**src/rtl/rr_arbiter.sv**
```systemverilog
// rr_arbiter: registered round-robin arbiter over req & en with a per-owner hold limit.
// The winner is searched from the previous owner onwards, so rotation never idles while anyone is eligible.
module rr_arbiter #(
   parameter int N = 3,
   parameter int MAX_HOLD = 4
) (
   input  logic         clk,
   input  logic         rst,
   input  logic [N-1:0] req,
   input  logic [N-1:0] en,
   output logic [N-1:0] grant,
   output logic         grant_valid
);
   localparam int IW = $clog2(N);
   localparam int HW = (MAX_HOLD == 0) ? 1 : $clog2(MAX_HOLD + 1);
   typedef enum logic {IDLE, BUSY} state_t;
   state_t state, state_n;
   logic [N-1:0] elig, grant_n;
   logic [IW-1:0] owner, owner_n;
   logic [HW-1:0] hold_cnt, hold_n;
   logic [IW:0] pick;
   logic keep;
   // Returns {found, index} of the first eligible bit after o; o itself is tried last only when incl_self.
   function automatic logic [IW:0] search(input logic [N-1:0] e, input logic [IW-1:0] o, input logic incl_self);
      logic [IW:0] r;
      int p;
      r = '0;
      for (int k = N; k >= 1; k--) begin
         p = (int'(o) + k) % N;
         if (e[p[IW-1:0]] && (k != N || incl_self)) r = {1'b1, p[IW-1:0]};
      end
      return r;
   endfunction
   always_comb begin
      elig = req & en;
      keep = elig[owner] && (MAX_HOLD == 0 || hold_cnt < HW'(MAX_HOLD));
      pick = search(elig, owner, state == IDLE);
      state_n = state;
      grant_n = grant;
      owner_n = owner;
      hold_n = hold_cnt;
      if (state == BUSY && keep) begin
         hold_n = (&hold_cnt) ? hold_cnt : hold_cnt + 1'b1;
      end else if (pick[IW]) begin
         state_n = BUSY;
         owner_n = pick[IW-1:0];
         grant_n = {{(N-1){1'b0}}, 1'b1} << pick[IW-1:0];
         hold_n = HW'(1);
      end else if (state == BUSY && elig[owner]) begin
         hold_n = HW'(1);
      end else begin
         state_n = IDLE;
         grant_n = '0;
         hold_n = '0;
      end
   end
   always_ff @(posedge clk or posedge rst) begin
      if (rst) begin
         state <= IDLE;
         grant <= '0;
         grant_valid <= 1'b0;
         owner <= IW'(N - 1);
         hold_cnt <= '0;
      end else begin
         state <= state_n;
         grant <= grant_n;
         grant_valid <= |grant_n;
         owner <= owner_n;
         hold_cnt <= hold_n;
      end
   end
   a_onehot: assert property (@(posedge clk) disable iff (rst) $onehot0(grant));
   a_elig: assert property (@(posedge clk) disable iff (rst) (grant & ~$past(elig)) == '0);
   a_valid: assert property (@(posedge clk) disable iff (rst) grant_valid == |grant);
endmodule

```
**config.mk**
```make
export PLATFORM = sky130hd
export DESIGN_NAME = rr_arbiter
export DESIGN_NICKNAME = d
export VERILOG_FILES = /design/src/rtl/rr_arbiter.sv
export SDC_FILE = /design/constraint.sdc
export NUM_CORES = 1
export LEC_CHECK = 0
export BUFFER_PORTS_ARGS = -buffer_cell sky130_fd_sc_hd__buf_2
export CORE_MARGIN = 2
export CORE_UTILIZATION = 48
export CTS_BUF_LIST = sky130_fd_sc_hd__clkbuf_16
export CTS_CLUSTER_DIAMETER = 120
export DETAILED_ROUTE_END_ITERATION = 10
export PLACE_DENSITY = 0.78
export SYNTH_ARGS = -nofsm -noshare
export SYNTH_HDL_FRONTEND = slang
export SYNTH_SLANG_ARGS = --single-unit
```
**constraint.sdc**
```tcl
create_clock -name clk -period 2 [get_ports clk]
set_clock_uncertainty 0.15 [all_clocks]
set_input_delay 0.1 -clock clk [delete_from_list [all_inputs] [get_ports clk]]
set_output_delay 0.1 -clock clk [all_outputs]
set_load 0.005 [all_outputs]
```
Yosys cells after proc, flatten, opt, wreduce, memory -nomap -nowiden:

Index checks and enable logic that the tools add are counted.

* add/sub/neg operators: 4
* div/mod/pow operators: 3
* $lt $le $gt $ge: 5
* eq/ne operators: 2
* shift operators: 1
* mux-type cells: 20
* bitwise logic cells: 3
* reductions and logical operators: 8

Operator list (count)
* modulo 32 x 3 -> 32 bit, second input constant: 3
* 2-to-1 mux 3 bit: 8
* < comparator 2 x 3 -> 1 bit, second input constant: 4
* binary-select mux 1 bit (select 2 bit): 4
* 2-to-1 mux 1 bit: 8
* adder 2 x 2 -> 3 bit, second input constant: 2
* logical AND 1 bit: 4
* != test 2 bit, second input constant: 2
* AND reduction 2 bit: 2
* adder 2 x 1 -> 3 bit, second input constant: 1
* adder 3 x 1 -> 3 bit, second input constant: 1
* AND 3 bit: 1
* < comparator 3 bit, second input constant: 1
* AND reduction 3 bit: 1
* OR reduction 3 bit: 1
* << shifter 1 x 2 -> 3 bit, first input constant: 1
* NOT 1 bit: 2

* bits in registers: 10
* input bits: 8
* output and inout bits: 4
* word-level logic and storage cells: 51

Logic depth before layout (Yosys ltp):

* depth after elaboration: 12
* mapped depth: 8
* depth with buffers taken out: 7

Least setup slack after synthesis:

Ideal clock, no wire load.

* kind: register -> register
* from: register owner[1]
* to: register owner[1]
* library setup time: 0.082 ns
* arrival time: 1.873 ns
* required time: 1.768 ns
* path slack: -0.105 ns
* cell stages (with the launch flop): 8
* buffers on the path: 0
* period minus slack after synthesis: 2.105 ns
* path through: dfstp_2 inv_1 ha_1 nand4b_2 o211ai_4 a2111oi_4 nor2_2 mux2_4

* cells in the longest elaborated chain, start to end: 9
* elaborated cells between the ends (all ways): 22
* those cells by class: 3 x add/sub; 3 x div; 11 x mux; 1 x bitwise; 4 x reduce/logical

Ends and longest elaborated chain
* start: declaration: line 19 `logic [IW-1:0] owner, owner_n;`
* start signal: assignment: line 62 `owner <= IW'(N - 1);`
* start signal: assignment: line 68 `owner <= owner_n;`
* adder 2 x 2 -> 3 bit: line 29 `p = (int'(o) + k) % N;`
* modulo 32 x 3 -> 32 bit: line 29
* binary-select mux 1 bit (select 2 bit): line 30 `if (e[p[IW-1:0]] && (k != N || incl_self)) r = {1'b1, p[IW-1:0]};`
* 2-to-1 mux 1 bit (not written as such): line 30
* logical AND 1 bit: line 30
* 2-to-1 mux 3 bit (3 in a row): line 30
* AND reduction 2 bit (no source line)

Parallel ways exist; a longest one is shown, timed or not. The select of a mux whose other input is x is not followed.
A chain may end at the register's enable or synchronous reset.

Final worst setup path:

* from: register owner[1]
* to: register grant[0]

* cells in the longest elaborated chain, start to end: 11
* elaborated cells between the ends (all ways): 25
* those cells by class: 3 x add/sub; 3 x div; 1 x shift; 14 x mux; 4 x reduce/logical

Ends and longest elaborated chain
* adder 2 x 2 -> 3 bit: line 29
* modulo 32 x 3 -> 32 bit: line 29
* binary-select mux 1 bit (select 2 bit): line 30
* 2-to-1 mux 1 bit (not written as such): line 30
* logical AND 1 bit: line 30
* 2-to-1 mux 3 bit (3 in a row): line 30
* << shifter 1 x 2 -> 3 bit: line 47 `grant_n = {{(N-1){1'b0}}, 1'b1} << pick[IW-1:0];`
* 2-to-1 mux 3 bit: line 44 `end else if (pick[IW]) begin`
* 2-to-1 mux 3 bit (*): line 42 `if (state == BUSY && keep) begin`
* named net grant_n[0]: line 18 `logic [N-1:0] elig, grant_n;`
* end signal: assignment: line 66 `grant <= grant_n;`
* end: declaration: line 11 `output logic [N-1:0] grant,`

The timed path passes the listed nets; every way through them passes the cells marked *. The select of a mux whose other input is x is not followed.

==> metrics.md <==
| Metric | Value |
|---|---|
| I/O Pins | 12 |
| Post-synth EDFFs | 0 |
| Power after layout | 1.73 mW |
| RSZ-0062 raised after global routing | true |
| Die width | roughly 43 um |
| Syn Std Cell Area | ~740 um^2 |
| CP Max Fanout | 3 |
| Failing checks | negative setup slack |
| Worst EP required | between 1.5 and 2 ns |
| Vias in the first global route | 679 |
| Met3 global-route usage | 0.0333 |
| Hold slack | 0.236 ns |
| Final min period | 2.11 ns |
| Cell Pwr Density | 1610 nW/um^2 |
| Layout cells sized above 1 | 0.441 |
| Synth Register Bits | 10 |
| Commonest non-fill, non-tap cells in the layout | buf_2 (11), buf_4 (10), dfrtp_1 (9), nand3_1 (8), a21oi_1 (5) |
| Worst Setup Slack, final | -0.110 ns |
| Cells after DPL | around 110 |
| First-pass detailed-route iteration total | 4 |
| Num CTS Buffers | 3 |
| CORE AREA | 1470 um^2 |
| Max_slew headroom | 0.757 |
| Routed WL | 1920 um |
| Root buf cell | clkbuf_16 |
| Clock Sinks | 10 |
| Vias | 704 |
| Slew Viols, Final | 0 |
| GR peak layer | met2 |
| Layout Cells excl Fill | 118 |
| Max rail drop VDD | about 0.0012 V |
| Largest net degree at the start of global routing | 11 |
| Final setup fails | 7 |
| Yosys cell types | 37 |
| Hold Vio Cnt, Final | 0 |
| Post-DP HPWL | 1270 um |
| DR DRC count | 0 |
| # rows | 14 |
| Crit. End Element | flop |
| CTS max path bufs | 2 |
| Tcrit/Tclk final | 1.05 |
| First-pass GRT wire length | between 2000 and 3000 um |
| Worst setup SP type | flop |
| Achievable frequency | 474 MHz |
| Gr ovfl total | 0 |
| WL per Instance | 16.2 um |
| Initial antenna violation count | 0 |
| Final Util | 0.728 |
| Grt met2 use | 0.322 |
| Number of buffers added on ports | 11 |
| Clock-pin slew on the worst setup and hold paths | 0.04 ns |
| Total GRT Usage | 0.218 |
| Chip Height | 43.4 um |
| Critical Path AT | 2.08 ns |
| CTS tree | built |
| Max-cap viol count | 0 |
| Top FF cell, synth | dfrtp_1 |
| Worst min-delay path class | input port to async pin |
| Leak Pwr | approximately 0.50 nW |
| Status | finished, violations left |
| Final ANT Viol Nets | 0 |
| Syn nets | 89 |
| Met1 Usage GRT | 0.290 |
| Syn avg cell area | 9.78 um^2 |
| Final net count | about 120 |
| Register area share after synthesis | 0.338 |
| 1st-iter DRT viols | 13 |
| Yosys warning count | 0 |
| Initial core utilization | 0.505 |
| Worst-skew pair later-pin latency | 0.23 ns |
| Synth async-reset ratio | 1.00 |
| Die footprint | between 1500 and 2000 um^2 |
| Routability cong. | 0.820 |
| Worst slew pin tran | 0.365 ns |
| Area grow syn2layout | 44.1% |
| Antenna diodes | 0 |
| Commonest non-fill, non-tap cell in the layout | buf_2 |
| Placement Setup Slack | -0.0891 ns |
| WS Path Type | flop to flop |
| Post-synthesis cell count | 76 |
| DR vias/cell | 5.97 |
| H-tree levels | 1 |
## repair_timing
action | CTS | global route
hold buffers | 1 | 0
endpoints found under the hold margin | 10 | 0
setup buffers | 2 | 2
pin swaps | 3 | 5
endpoints found under the setup margin | 7 | 8
gates resized for setup | 5 | 4
## area by class of cell
cell class              instances  area [um^2]
well taps                      16         20.0
repair buffers                 23          160
inverters                       5         18.8
fillers                       109          400
flip-flops and latches         10          251
multi-input cells              60          542
clock inverters                 1         3.75
clock buffers                   3         75.1
## Yosys cell counts, types with 2 or more instances
| library cell | count | area, um^2 |
|---|---|---|
| dfrtp_1 | 9 | 225 |
| a21oi_1 | 8 | 40.0 |
| nand3_1 | 8 | 40.0 |
| ha_1 | 5 | 62.6 |
| inv_1 | 5 | 18.8 |
| nor3_1 | 4 | 20.0 |
| nand2_1 | 3 | 11.3 |
| a21o_1 | 2 | 15.0 |
| nand3b_1 | 2 | 15.0 |
| nor2b_1 | 2 | 12.5 |
| o21ai_0 | 2 | 10.0 |
## metal layers
metal  wire length (um)  share of wire  up-vias
met2                880           0.46       23
met5                  0              0        -
met4                 89          0.046        0
met3                 80          0.042       11
met1                866           0.45      330
li1                   -              -      340
## report_power, final
| part | internal (mW) | switching, mW |
|---|---|---|
| combinational | 0.542 | 0.489 |
| clock | 0.261 | 0.0866 |
| sequential | 0.285 | 0.0642 |
| total | 1.09 | 0.639 |
## worst paths after layout
kind                                         startpoint  cells after the start  slack (ns)                      end
worst max-delay path               owner[1]$_DFFE_PP1P_                      8       -0.11       grant[0]$_DFF_PP0_
worst min-delay path                                rst                      3        0.24  hold_cnt[1]$_DFFE_PP0P_
worst max register to register     owner[1]$_DFFE_PP1P_                      8       -0.11       grant[0]$_DFF_PP0_
worst min register to register  hold_cnt[2]$_DFFE_PP0P_                      1        0.35  hold_cnt[1]$_DFFE_PP0P_
max in group asynchronous                           rst                      3        1.16     owner[1]$_DFFE_PP1P_
min in group clk                hold_cnt[2]$_DFFE_PP0P_                      1        0.35  hold_cnt[1]$_DFFE_PP0P_
## registers in the layout, indices dropped and copies added (netlist names)
name and count:
owner 2, grant_valid 1, state 1, hold_cnt 3, grant 3
## cell families (layout without fill, tap and decap cells)
kind of cell	after synthesis	after routing	synth area share
adder cells (fa/ha/maj)	5	5	0.0842
AND/OR/NAND/NOR	28	28	0.234
multiplexers	2	2	0.0337
XOR/XNOR	1	1	0.0118
flip-flops	10	10	0.338
AO/OA/AOI/OAI	24	24	0.263
buffers and inverters	6	32	0.0354
## worst max-delay path, cell delays in order (launching register included)
cell,delay (ns)
dfstp_2,0.56
inv_2,0.06
buf_4,0.14
ha_1,0.23
nor2_1,0.17
a211oi_1,0.11
nor3_1,0.29
nor4_1,0.11
a21o_1,0.17
## per-stage QoR
step | cell area, um^2 | setup TNS [ns]
6_report | 1070 | -0.486
5_1_grt | 1070 | -0.970
4_1_cts | 1040 | -0.287
3_5_place_dp | 918 | -0.254
3_3_place_gp | 918 | -0.131
2_1_floorplan | 786 | -0.0287
No activity file was read; power rests on OpenSTA's default activity.
